`config.mk`:
```
export PLATFORM = sky130hd
export DESIGN_NAME = joybus_poll_sched
export DESIGN_NICKNAME = d
export VERILOG_FILES = /design/src/rtl/joybus_poll_sched.sv
export SDC_FILE = /design/constraint.sdc
export NUM_CORES = 1
export LEC_CHECK = 0
export CORE_UTILIZATION = 49
export CTS_CLUSTER_SIZE = 20
export DETAILED_ROUTE_END_ITERATION = 8
export PLACE_DENSITY_LB_ADDON = 0.3
export SLEW_MARGIN = 25
export SYNTH_ARGS = -nofsm -noshare
export SYNTH_HDL_FRONTEND = slang
export SYNTH_SLANG_ARGS = --single-unit
```
`constraint.sdc`:
```
create_clock -name clk -period 4.25 [get_ports clk]
set_clock_uncertainty 0.15 [all_clocks]
set_input_delay 0.6375 -clock clk [delete_from_list [all_inputs] [get_ports clk]]
set_output_delay 0.6375 -clock clk [all_outputs]
set_load 0.01 [all_outputs]
```
`src/rtl/joybus_poll_sched.sv`:
```
// joybus_poll_sched
// Sequences JOYBUS host transactions. Every POLL_PERIOD cycles one command
// byte goes to the host transceiver: 0x00 (info) while no controller is
// present, 0x01 (poll buttons) once one is. Response bytes are collected
// under a timeout, and ID, status and button state are published.
//
// Ports:
//   clk        system clock
//   rst        asynchronous active-high reset
//   en         polling enable (sampled only while waiting for the period)
//   cmd_data   command byte, valid with cmd_rdy, held until the next command
//   cmd_rdy    one-cycle command strobe
//   tx_done    host pulse: command fully transmitted
//   resp_data  response byte from host, valid with resp_vld
//   resp_vld   one-cycle response byte strobe
//   present    standard controller (ID 0x0500) detected
//   dev_id     last info-response ID, first byte in [15:8]
//   dev_stat   last info-response status byte
//   buttons    last poll response, first byte in [31:24]
//   btn_vld    one-cycle pulse when buttons is updated
//   err_cnt    failed-transaction count, saturating at 255
//   busy       high whenever a transaction is in progress
module joybus_poll_sched #(
  parameter int POLL_PERIOD  = 416667,
  parameter int RESP_TIMEOUT = 2500,
  parameter int TX_TIMEOUT   = 2048
) (
  input  logic        clk,
  input  logic        rst,
  input  logic        en,
  output logic [7:0]  cmd_data,
  output logic        cmd_rdy,
  input  logic        tx_done,
  input  logic [7:0]  resp_data,
  input  logic        resp_vld,
  output logic        present,
  output logic [15:0] dev_id,
  output logic [7:0]  dev_stat,
  output logic [31:0] buttons,
  output logic        btn_vld,
  output logic [7:0]  err_cnt,
  output logic        busy
);

  localparam int CW   = $clog2(POLL_PERIOD + 1);
  localparam int TMAX = (RESP_TIMEOUT > TX_TIMEOUT) ? RESP_TIMEOUT : TX_TIMEOUT;
  localparam int TW   = $clog2(TMAX + 1);

  localparam logic [CW-1:0] PER_RELOAD = CW'(POLL_PERIOD - 1);
  // The timeout counter is compared one short of the limit so the FAIL
  // state is entered on the edge where the count reaches the limit.
  localparam logic [TW-1:0] TX_LAST    = TW'(TX_TIMEOUT - 1);
  localparam logic [TW-1:0] RESP_LAST  = TW'(RESP_TIMEOUT - 1);

  typedef enum logic [2:0] {
    S_WAIT, S_ISSUE, S_TX, S_RX, S_DONE, S_FAIL
  } state_t;

  state_t        state_q;
  logic [CW-1:0] per_q;
  logic [TW-1:0] tmo_q;
  logic [2:0]    nbyte_q;
  logic [2:0]    len_q;
  logic          is_poll_q;
  logic [23:0]   asm_q;      // previous three bytes; the newest byte completes the word
  logic [7:0]    cmd_data_q;
  logic          cmd_rdy_q;
  logic          present_q;
  logic [15:0]   dev_id_q;
  logic [7:0]    dev_stat_q;
  logic [31:0]   buttons_q;
  logic          btn_vld_q;
  logic [7:0]    err_cnt_q;

  logic [31:0]   asm_d;
  logic [2:0]    nbyte_d;

  assign asm_d   = {asm_q, resp_data};
  assign nbyte_d = nbyte_q + 3'd1;

  always_ff @(posedge clk or posedge rst) begin
    if (rst) begin
      state_q    <= S_WAIT;
      per_q      <= PER_RELOAD;
      tmo_q      <= '0;
      nbyte_q    <= '0;
      len_q      <= '0;
      is_poll_q  <= 1'b0;
      asm_q      <= '0;
      cmd_data_q <= '0;
      cmd_rdy_q  <= 1'b0;
      present_q  <= 1'b0;
      dev_id_q   <= '0;
      dev_stat_q <= '0;
      buttons_q  <= '0;
      btn_vld_q  <= 1'b0;
      err_cnt_q  <= '0;
    end else begin
      cmd_rdy_q <= 1'b0;
      btn_vld_q <= 1'b0;
      case (state_q)
        S_WAIT: begin
          if (!en) begin
            per_q <= PER_RELOAD;
          end else if (per_q == '0) begin
            state_q    <= S_ISSUE;
            cmd_rdy_q  <= 1'b1;
            cmd_data_q <= {7'd0, present_q};
            is_poll_q  <= present_q;
            len_q      <= present_q ? 3'd4 : 3'd3;
          end else begin
            per_q <= per_q - 1'b1;
          end
        end
        S_ISSUE: begin
          tmo_q   <= '0;
          state_q <= S_TX;
        end
        S_TX: begin
          // tx_done takes priority over an expiring timeout
          if (tx_done) begin
            state_q <= S_RX;
            nbyte_q <= '0;
            tmo_q   <= '0;
          end else if (tmo_q == TX_LAST) begin
            state_q   <= S_FAIL;
            present_q <= 1'b0;
            if (err_cnt_q != 8'hFF) err_cnt_q <= err_cnt_q + 8'd1;
          end else begin
            tmo_q <= tmo_q + 1'b1;
          end
        end
        S_RX: begin
          // an arriving byte takes priority over an expiring timeout
          if (resp_vld) begin
            asm_q   <= asm_d[23:0];
            nbyte_q <= nbyte_d;
            tmo_q   <= '0;
            if (nbyte_d == len_q) begin
              state_q <= S_DONE;
              if (is_poll_q) begin
                buttons_q <= asm_d;
                btn_vld_q <= 1'b1;
              end else begin
                dev_id_q   <= asm_d[23:8];
                dev_stat_q <= asm_d[7:0];
                present_q  <= (asm_d[23:8] == 16'h0500);
              end
            end
          end else if (tmo_q == RESP_LAST) begin
            state_q   <= S_FAIL;
            present_q <= 1'b0;
            if (err_cnt_q != 8'hFF) err_cnt_q <= err_cnt_q + 8'd1;
          end else begin
            tmo_q <= tmo_q + 1'b1;
          end
        end
        S_DONE, S_FAIL: begin
          // period restarts on exit, so cadence is period plus transaction length
          per_q   <= PER_RELOAD;
          state_q <= S_WAIT;
        end
        default: state_q <= S_WAIT;
      endcase
    end
  end

  assign cmd_data = cmd_data_q;
  assign cmd_rdy  = cmd_rdy_q;
  assign present  = present_q;
  assign dev_id   = dev_id_q;
  assign dev_stat = dev_stat_q;
  assign buttons  = buttons_q;
  assign btn_vld  = btn_vld_q;
  assign err_cnt  = err_cnt_q;
  assign busy     = (state_q != S_WAIT);

endmodule

```
; ---- Yosys cells after proc, flatten, opt, wreduce, memory -nomap -nowiden
; Cells that the tools add are included.
[word_totals]
reg_bits = 132
latch_bits = 0
ramBits = 0
rom_bits = 0
out_inout_bits = 76
elab_cells = 101
mem_count = 0
[classes]
add_sub_neg = 4
multipliers = 0
div = 0
order_cmp = 0
eq_ne = 25
n_shift = 0
mux = 40
bitwise_logic = 1
n_reduce_logical = 17
[ops]
columns = cell, n
row1 = two-way mux 12 bit, 4
row2 = two-way mux 8 bit, 5
row3 = two-way mux 19 bit, 2
row4 = case mux 19 bit (2 select lines), 1
row5 = case mux 12 bit (3 select lines), 1
row6 = two-way mux 3 bit, 10
row7 = inequality test 3 bit (second input constant), 7
row8 = logical NOT 19 bit, 1
row9 = subtractor 19 x 1 -> 19 bit (second input constant), 1
row10 = equality test 16 x 11 -> 1 bit (second input constant), 1
row11 = inequality test 2 bit (second input constant), 8
row12 = case mux 8 bit (2 select lines), 1
row13 = two-way mux 1 bit, 13
row14 = adder 12 x 1 -> 12 bit (second input constant), 1
row15 = equality test 12 x 11 -> 1 bit (second input constant), 1
row16 = equality test 12 bit (second input constant), 1
row17 = case mux 3 bit (4 select lines), 1
row18 = AND reduction 5 bit, 2
row19 = AND reduction 3 bit, 3
row20 = adder 8 x 1 -> 8 bit (second input constant), 1
row21 = inequality test 8 bit (second input constant), 1
row22 = AND reduction 4 bit, 2
row23 = equality test 3 x 2 -> 1 bit (second input constant), 2
row24 = equality test 3 bit (second input constant), 2
row25 = 12 further kinds, 15

; ---- Longest topological paths before layout
; Gate-level depths: netlist of the first run.
[logic_depth]
ltp_word = 5
depth_mapped = 9
ltp_nobuf = 7

; ---- Least setup slack after synthesis of the first run
; OpenSTA, ideal clock, no wires.
[synth_timing]
path_kind = register -> register
from = reg nbyte_q[0]
to = reg dev_stat_q[0] (netlist: dev_stat[0])
setup_ns = 0.125
arrival_ns = 2.262
slack_ns = 1.714
stages_incl_launch_ff = 7
path_buffers = 1
synth_period_minus_slack_ns = 2.536
cell_sequence = dfrtp_1 > ha_1 > or3b_2 > a21oi_1 > nor3b_2 > buf_4 > mux2_2
[synth_between]
elab_chain_cells = 3
[synth_lines]
columns = element, line_no
row1 = "start, declared", 62  ; logic [2:0] nbyte_q;
row2 = "start signal, assigned", 137  ; nbyte_q <= nbyte_d;
row3 = adder 3 x 1 -> 3 bit, 79  ; assign nbyte_d = nbyte_q + 3'd1;
row4 = equality test 3 bit, 139  ; if (nbyte_d == len_q) begin
row5 = AND reduction 4 bit (no line), -
row6 = "end signal, assigned", 146  ; dev_stat_q <= asm_d[7:0];
row7 = "end, declared", 70  ; logic [7:0] dev_stat_q;
; No other way between the ends.
; A chain may end at the register's enable or synchronous reset.

; ---- Worst setup path in the final report of the first run
[layout_timing]
from = reg nbyte_q[0]
to = reg buttons_q[9] (netlist: buttons[9])
[layout_between]
elab_chain_cells = 3
[layout_lines]
columns = element, line_no
row1 = adder 3 x 1 -> 3 bit, 79
row2 = equality test 3 bit, 139
row3 = AND reduction 4 bit (no line), -
row4 = "end signal, assigned", 142  ; buttons_q <= asm_d;
row5 = "end, declared", 71  ; logic [31:0] buttons_q;
; No other way between the ends.

==> impl_metrics.toml, run 1 <==
[outcome]
status = "finished with violations"
violations = "design-rule violations"

[floorplan]
num_rows = 39
dieArea_sq_um = 12600
io_pins = 89
dieHeight_um = 112
initial_core_util = 0.512
core_sq_um = 11600
die_w_um = 112

[logic_synthesis]
ys_async_sr_fraction = 1.00
synth.avg_cell_area_sq_um = 11.0
synth-edff-count = 0
synthCells = 541
ys_ff_latch = 130
synth_warnings = 0
synth_area_sq_um = 5950
ys_seq_area_frac = 0.549
synth_cell_types = 63
synth_ff_type = "dfrtp_1"

[detailed_routing]
detail_route.iter0.violations = 491
drtAntennaViolNets = 0
drt_wl_total_um = 13200
viasPerCell = 5.78
wl_per_cell_um = 17.0
vias = 4493
dr.pass1.iters = 8
drc = 3

[critical_path]
startpoint_type = "flip-flop"
end_kind = "flip-flop"
crit_type = "flip-flop to flip-flop"
crit_path_max_fanout = 17
arrival_ns = 3.17
required_ns = 4.40

[global_routing]
grt_pass1_wl_um = 21800
grt_pass1_vias = 4389
overflow = 0
track_usage = 0.220
grt_max_degree = 77
antenna_found_initial = 0

[cells_and_area]
nFillCells = 905
antenna_cells = 0
post-route-util = 0.639
areaGrowthSynthToFinish_pct = 24.7
fin_nets = 639
drive_above_1_share = 0.195
final_cell_count_no_fill = 778

[cts]
tritoncts = "done"
post-cts-setup-buffers = 0
cts_buffers = 17
cts.sinks = 130
post_cts_resized = 0
clkTransAtPathRegs_ns = 0.06
ctsRootBufferMaster = "clkbuf_16"
ctsHoldBuffers = 0
clockBufferDepth = 2
clkLatencyLatePin_ns = 0.42
cts_htree_levels = 4

[timing]
hold_viol = 0
setup_tns_ns = 0
finalSetupViolCount = 0
max_clock_freq_ghz = 0.331
tightest_slew_ns = 0.910
period_minus_slack_ns = 3.02
slew_violations = 0
layout_worst_path_cycle_share = 0.710
fin_ws_ns = 1.23
slew_headroom = 0.392
rsz0062_at_grt = "false"
hold_ws_ns = 0.325

[place]
port_buffers = 81
globalplace.congestion = 0.853
place_inst = 746
pre_cts_ws_ns = 0.989
hpwl_um = 8720

[run]
drv_cap = 0

[power]
p_per_area_nw_per_um2 = 580
ir_drop_mv = 0.347
total_leakage_power_nw = 3.33

[worst_hold_path]
hp-class = "flip-flop to flip-flop"
[routing by layer]
metal / up-vias / part of all wire / wire length, um / global-route usage
li1: 2084 / - / - / -
met1: 2238 / 0.45 / 5880 / 0.293
met2: 146 / 0.48 / 6330 / 0.346
met3: 25 / 0.060 / 789 / 0.0632
met4: 0 / 0.015 / 194 / 0.0800
met5: - / 0 / 0 / 0
[report_power, final]
part | internal (mW) | leakage [nW] | switching (mW) | total [mW]
Sequential | 1.51 | 1.71 | 0.281 | 1.79
Clock | 0.821 | 0.260 | 0.544 | 1.37
Combinational | 0.542 | 1.36 | 0.601 | 1.14
[metrics by stage]
step	cell area (sq um)	power, mW
floorplan	5970	2.45
finish	7420	4.30
global route	7420	4.53
detailed placement	6860	2.93
global placement	6860	2.89
CTS	7420	4.31
[critical path, stage by stage (launching register included)]
cell and delay, ns:
dfrtp_1 0.43, ha_1 0.36, or3b_2 0.46, a21oi_1 0.36
nand3_2 0.45, buf_4 0.38, mux2_2 0.30
[final timing paths]
kind	start	end	slack, ns	cells past startpoint
hold reg to reg	asm_q[20]$_DFFE_PP0P_	asm_q[20]$_DFFE_PP0P_	0.32	2
max in group asynchronous	rst	buttons[9]$_DFFE_PP0P_	2.59	3
setup reg to reg	nbyte_q[0]$_DFFE_PP0P_	buttons[9]$_DFFE_PP0P_	1.23	6
min in group asynchronous	rst	buttons[31]$_DFFE_PP0P_	0.56	2
hold / removal	asm_q[20]$_DFFE_PP0P_	asm_q[20]$_DFFE_PP0P_	0.32	2
setup / recovery	nbyte_q[0]$_DFFE_PP0P_	buttons[9]$_DFFE_PP0P_	1.23	6
[cell families after synthesis]
logic type | Yosys count | share of synthesized area
simple gates | 218 | 0.189
flops | 130 | 0.549
compound gates | 72 | 0.0829
mux | 60 | 0.113
buf+inv | 44 | 0.0362
xor+xnor | 12 | 0.0202
fa+ha+maj | 4 | 0.00841
other cells | 1 | 0.000630
[Yosys cell counts (all sizes together), types with 3 or more instances]
cell,number,area [sq um]
a211oi,3,27.5
a21oi,8,43.8
a22o,3,26.3
a31oi,5,31.3
a32o,3,30.0
and3,3,18.8
buf,18,118
clkbuf,14,52.6
dfrtp,119,2980
dfstp,11,289
ha,4,50.1
inv,12,45.0
mux2,58,653
nand2,92,345
nand2b,7,43.8
nand3,19,95.1
nand3b,3,22.5
nand4,8,50.1
nor2,24,90.1
nor2b,5,31.3
nor3,11,60.1
nor3b,3,27.5
nor4,10,77.6
o21ai,26,130
o2bb2ai,3,26.3
o31ai,4,30.0
o41ai,6,52.6
or3,12,81.3
or4,3,23.8
or4b,5,50.1
xor2,10,87.6
[flip-flops by register name (all words and copies together) (netlist names)]
signal,count
dev_id,16
buttons,32
per_q,19
dev_stat,8
cmd_rdy,1
asm_q,24
tmo_q,12
state_q,3
present,1
err_cnt,8
btn_vld,1
cmd_data,1
nbyte_q,3
len_q,1
[cells in the final DEF (no fill, tap or decap), types with 9 or more instances in the layout]
cell type	netlist	layout
nor4_1	9	9
dfrtp_1	119	119
clkbuf_16	0	17
o21ai_0	26	26
nand3_1	19	18
dfstp_2	11	11
clkdlybuf4s50_1	0	81
nor3_1	10	10
inv_1	12	11
nor2_1	24	23
or3_1	10	10
mux2_2	58	58
nand2_1	92	92
xor2_1	10	10
[area by class of cell]
class / instances / area, sq um / area share
clock inverters: 11 / 105 / 0.0142
well taps: 143 / 179 / 0.0241
repair buffers: 88 / 863 / 0.116
multi-input cells: 373 / 2500 / 0.337
inverters: 12 / 50.0 / 0.00675
flip-flops and latches: 130 / 3270 / 0.440
clock buffers: 21 / 450 / 0.0607
Note: power is estimated with default switching activity, not from simulation.
==> run 2, diff against run 1 <==
==> constraint.sdc (replaced) <==
create_clock -name clk -period 2.4 [get_ports clk]
set_clock_uncertainty 0.15 [all_clocks]
set_input_delay 0.36 -clock clk [delete_from_list [all_inputs] [get_ports clk]]
set_output_delay 0.36 -clock clk [all_outputs]
set_load 0.01 [all_outputs]
==> run 2 against run 1 <==
Compared with the run above:
- the flow still finishes with violations (design-rule violations)
- final cell count increased by 5.3%
- largest cell class unchanged
- sequential power increased by 74%
- via count increased by 4.8%
- hold slack got worse by 0.039 ns
==> impl_metrics.toml, run 2 (synthesized netlist as in run 1, its figures left out) <==
[timing]
hold_viol = 0
slew_headroom = 0.539
fin_ws_ns = 0.0418
period_minus_slack_ns = 2.36
setup_tns_ns = 0
tightest_slew_ns = 0.691
finalSetupViolCount = 0
hold_ws_ns = 0.286
slew_violations = 0
layout_worst_path_cycle_share = 0.983
rsz0062_at_grt = "true"
max_clock_freq_ghz = 0.424

[detailed_routing]
viasPerCell = 5.75
wl_per_cell_um = 17.5
vias = 4708
drt_wl_total_um = 14300
detail_route.iter0.violations = 301
drc = 3
drtAntennaViolNets = 0
dr.pass1.iters = 9

[place]
place_inst = 781
hpwl_um = 9090
placed_area_sq_um = 7180
globalplace.congestion = 0.847
pre_cts_ws_ns = 0.0144
port_buffers = 81

[outcome]
status = "finished with violations"
violations = "design-rule violations"

[cells_and_area]
areaGrowthSynthToFinish_pct = 33.0
antenna_cells = 0
drive_above_1_share = 0.265
fin_nets = 680
largest_reg_flops = 32
final_cell_mix = "119 x dfrtp_1, 92 x nand2_1, 80 x clkdlybuf4s50_1"
post-route-util = 0.681
layout_commonest_cell = "dfrtp_1"
nFillCells = 847
final_cell_count_no_fill = 819
design_area_sq_um = 7910

[critical_path]
timing.rr.end = "per_q[10]$_DFFE_PP0P_"
startpoint_type = "flip-flop"
crit_path_max_fanout = 3
arrival_ns = 2.57
end_kind = "flip-flop"
crit_type = "flip-flop to flip-flop"
r2r_start = "per_q[0]$_DFFE_PP0P_"
required_ns = 2.61
r2r_slack_ns = 0.04
r2r_cells = 7

[power]
p_per_area_nw_per_um2 = 1020
total_power_mw = 8.09
total_leakage_power_nw = 3.59
ir_drop_mv = 0.722

[cts]
tritoncts = "done"
cts_buffers = 17
cts_htree_levels = 4
clockBufferDepth = 2
clkTransAtPathRegs_ns = 0.06
cts.sinks = 130
clkLatencyLatePin_ns = 0.43
ctsRootBufferMaster = "clkbuf_16"

[floorplan]
num_rows = 39
initial_core_util = 0.512
io_pins = 89
core_sq_um = 11600
die_w_um = 112
dieArea_sq_um = 12600
dieHeight_um = 112

[global_routing]
grt.busiest_layer = "met2"
met2_usage = 0.381
grt_use_met3 = 0.0697
grt_pass1_vias = 4773
grt_max_degree = 131
grtUsageMet1 = 0.299
track_usage = 0.236
overflow = 0
antenna_found_initial = 0
grt_pass1_wl_um = 23300

[run]
drv_cap = 0

[worst_hold_path]
hp-class = "input port to async pin"
==> run 2: area by class of cell <==
| class | instances | area [sq um] | area share |
|---|---|---|---|
| clock buffer | 20 | 447 | 0.0565 |
| clock inverter | 12 | 131 | 0.0166 |
| inverter | 12 | 48.8 | 0.00617 |
| multi-input combinational | 373 | 2590 | 0.328 |
| sequential | 130 | 3270 | 0.413 |
| tap | 143 | 179 | 0.0226 |
| timing repair buffer | 129 | 1250 | 0.158 |
==> run 2: how the worst max path moves through the flow <==
stage	start	to	slack, ns	cells after the start
after CTS	per_q[0]$_DFFE_PP0P_	per_q[10]$_DFFE_PP0P_	0.006	7
after global placement	nbyte_q[1]$_DFFE_PP0P_	dev_stat[5]$_DFFE_PP0P_	0.09	6
after detailed placement	per_q[0]$_DFFE_PP0P_	per_q[10]$_DFFE_PP0P_	0.01	7
after global routing	per_q[0]$_DFFE_PP0P_	per_q[10]$_DFFE_PP0P_	-0.04	7
after floorplan	per_q[0]$_DFFE_PP0P_	per_q[10]$_DFFE_PP0P_	-0.0007	8
final	per_q[0]$_DFFE_PP0P_	per_q[10]$_DFFE_PP0P_	0.04	7
==> run 2: worst max-delay path: stages, from the launching register on <==
cell and delay (ns):
dfrtp_1 0.38, inv_2 0.08, ha_4 0.14, or3b_4 0.39
or3_4 0.37, or3_1 0.33, or3_1 0.33, a21oi_2 0.12
==> run 2: repair_timing <==
| action | in CTS | in global routing |
|---|---|---|
| hold buffers | 0 | 0 |
| cloned | 0 | 2 |
| buffers inserted | 0 | 4 |
| pin swaps | 1 | 4 |
| setup endpoints to repair | 2 | 49 |
| gates resized for setup | 4 | 13 |
==> run 2: routing by layer <==
metal / up-vias / part of all wire
li1: 2168 / -
met2: 142 / 0.49
met5: - / 0
met4: 0 / 0.022
met3: 32 / 0.057
met1: 2366 / 0.43
==> run 2: power by group <==
| part | total, mW | leakage (nW) | internal, mW | switching, mW |
|---|---|---|---|---|
| logic | 2.43 | 1.60 | 1.19 | 1.24 |
| clock network | 2.54 | 0.285 | 1.56 | 0.986 |
| registers | 3.11 | 1.71 | 2.67 | 0.435 |
| total | 8.09 | 3.59 | 5.42 | 2.67 |
==> run 3, diff against run 2 <==
--- a/config.mk
+++ b/config.mk
@@ -9,6 +9,7 @@
 export CTS_CLUSTER_SIZE = 20
 export DETAILED_ROUTE_END_ITERATION = 8
 export PLACE_DENSITY_LB_ADDON = 0.3
+export SKIP_LAST_GASP = 1
 export SLEW_MARGIN = 25
 export SYNTH_ARGS = -nofsm -noshare
 export SYNTH_HDL_FRONTEND = slang
==> run 3 against run 2 <==
Compared with the run above:
- the flow still finishes with violations (design-rule violations)
- combinational power is essentially flat
- final cell count grew 0.12%
- die area unchanged
- register-to-register slack hardly changed
- critical endpoint unchanged
- largest cell class unchanged
- largest power group unchanged
==> impl_metrics.toml, run 3 (synthesized netlist as in run 1, its figures left out) <==
[power]
p_per_area_nw_per_um2 = 1020
total_leakage_power_nw = 3.60
ir_drop_mv = 0.722

[timing]
fin_ws_ns = 0.0443
slew_headroom = 0.539
finalSetupViolCount = 0
max_clock_freq_ghz = 0.425
period_minus_slack_ns = 2.36
rsz0062_at_grt = "true"
tightest_slew_ns = 0.692
hold_viol = 0
slew_violations = 0
layout_worst_path_cycle_share = 0.982

[global_routing]
grt_pass1_vias = 4773
grt_pass1_wl_um = 23300
grt_max_degree = 131
overflow = 0
antenna_found_initial = 0
track_usage = 0.236

[cts]
tritoncts = "done"
cts.sinks = 130
cts_buffers = 17
cts_htree_levels = 4
ctsRootBufferMaster = "clkbuf_16"
clkLatencyLatePin_ns = 0.43
clockBufferDepth = 2
clkTransAtPathRegs_ns = 0.06

[detailed_routing]
dr.pass1.iters = 9
detail_route.iter0.violations = 282
drtAntennaViolNets = 0
drc = 2
viasPerCell = 5.72
drt_wl_total_um = 14300
vias = 4689
wl_per_cell_um = 17.5

[cells_and_area]
post-route-util = 0.682
drive_above_1_share = 0.266
areaGrowthSynthToFinish_pct = 33.2
nFillCells = 846
design_area_sq_um = 7920
antenna_cells = 0
layout_commonest_cell = "dfrtp_1"
final_cell_mix = "119 x dfrtp_1, 92 x nand2_1, 80 x clkdlybuf4s50_1"
fin_nets = 681
largest_reg_flops = 32

[critical_path]
path_depth = 7
r2r_start = "per_q[0]$_DFFE_PP0P_"
crit_path_max_fanout = 3
crit_slowest_cell = "or3b_4"
end_kind = "flip-flop"
r2r_slack_ns = 0.04
startpoint_type = "flip-flop"
crit_chain = "inv_2 -> ha_4 -> or3b_4 -> or3_4 -> or3_1 -> or3_1 -> a21oi_2"
r2r_cells = 7
timing.rr.end = "per_q[10]$_DFFE_PP0P_"
cp_common_cell = "or3_1"
cp_top_family = "simple AND/OR/NAND/NOR gates"
required_ns = 2.61
crit_type = "flip-flop to flip-flop"
critPathBufInv = 1
slowest_delay_ns = 0.39
arrival_ns = 2.57

[floorplan]
dieHeight_um = 112
core_sq_um = 11600
num_rows = 39
io_pins = 89
dieArea_sq_um = 12600
initial_core_util = 0.512
die_w_um = 112

[worst_hold_path]
hp-class = "input port to async pin"

[place]
globalplace.congestion = 0.847
placed_area_sq_um = 7180
port_buffers = 81
pre_cts_ws_ns = 0.0144
hpwl_um = 9090

[outcome]
status = "finished with violations"
violations = "design-rule violations"

[run]
drv_cap = 0
-- run 3: cell types whose count changed in the layout (fill, tap and decap cells not counted), sizes merged --
cell	change
buf	+1
dlygate4sd2	-1
dlymetal6s2s	+1
-- run 3: how the worst max path moves through the flow --
| stage | start | end | slack [ns] |
|---|---|---|---|
| CTS | state_q[0]$_DFFE_PP0P_ | busy | -0.01 |
| global route | per_q[0]$_DFFE_PP0P_ | per_q[10]$_DFFE_PP0P_ | -0.04 |
| finish | per_q[0]$_DFFE_PP0P_ | per_q[10]$_DFFE_PP0P_ | 0.04 |
| detailed placement | per_q[0]$_DFFE_PP0P_ | per_q[10]$_DFFE_PP0P_ | 0.01 |
| floorplan | per_q[0]$_DFFE_PP0P_ | per_q[10]$_DFFE_PP0P_ | -0.0007 |
| global placement | nbyte_q[1]$_DFFE_PP0P_ | dev_stat[5]$_DFFE_PP0P_ | 0.09 |
-- run 3: what timing repair did --
action                     CTS  global route
gates cloned                 0             2
gates resized for setup      3            14
pin swaps                    1             5
setup endpoints to repair    2            50
hold buffers                 0             0
buffers inserted             0             5
-- run 3: worst min-delay path: stages --
cell	delay, ns
clkdlybuf4s50_1	0.44
clkinvlp_4	0.09
buf_12	0.48
-- run 3: layer usage --
| layer | wire (um) | part of all wire | global-route usage |
|---|---|---|---|
| met5 | 0 | 0 | 0 |
| met4 | 311 | 0.022 | 0.0987 |
| met3 | 797 | 0.056 | 0.0697 |
| met2 | 7020 | 0.49 | 0.381 |
| met1 | 6180 | 0.43 | 0.299 |
-- run 3: where the power goes --
part           switching [mW]  internal (mW)
Sequential              0.433           2.67
Combinational            1.24           1.20
Clock                   0.984           1.56
-- run 3: layout make-up --
| class | instances | area (sq um) | area share |
|---|---|---|---|
| well taps | 143 | 179 | 0.0226 |
| inverters | 12 | 48.8 | 0.00616 |
| repair buffers | 130 | 1260 | 0.159 |
| clock inverters | 12 | 131 | 0.0166 |
| clock buffers | 20 | 447 | 0.0564 |
| multi-input cells | 373 | 2590 | 0.327 |
| flip-flops and latches | 130 | 3270 | 0.412 |
-- run 3: per-stage QoR --
| step | hold WS [ns] | instances | TNS, ns | power, mW |
|---|---|---|---|---|
| floorplan | 0.292 | 547 | -0.000695 | 4.38 |
| global placement | 0.313 | 781 | 0 | 5.34 |
| detailed placement | 0.313 | 781 | 0 | 5.44 |
| CTS | 0.327 | 813 | -0.0130 | 8.03 |
| global route | 0.359 | 820 | -0.0527 | 8.52 |
| finish | 0.319 | 820 | 0 | 8.10 |
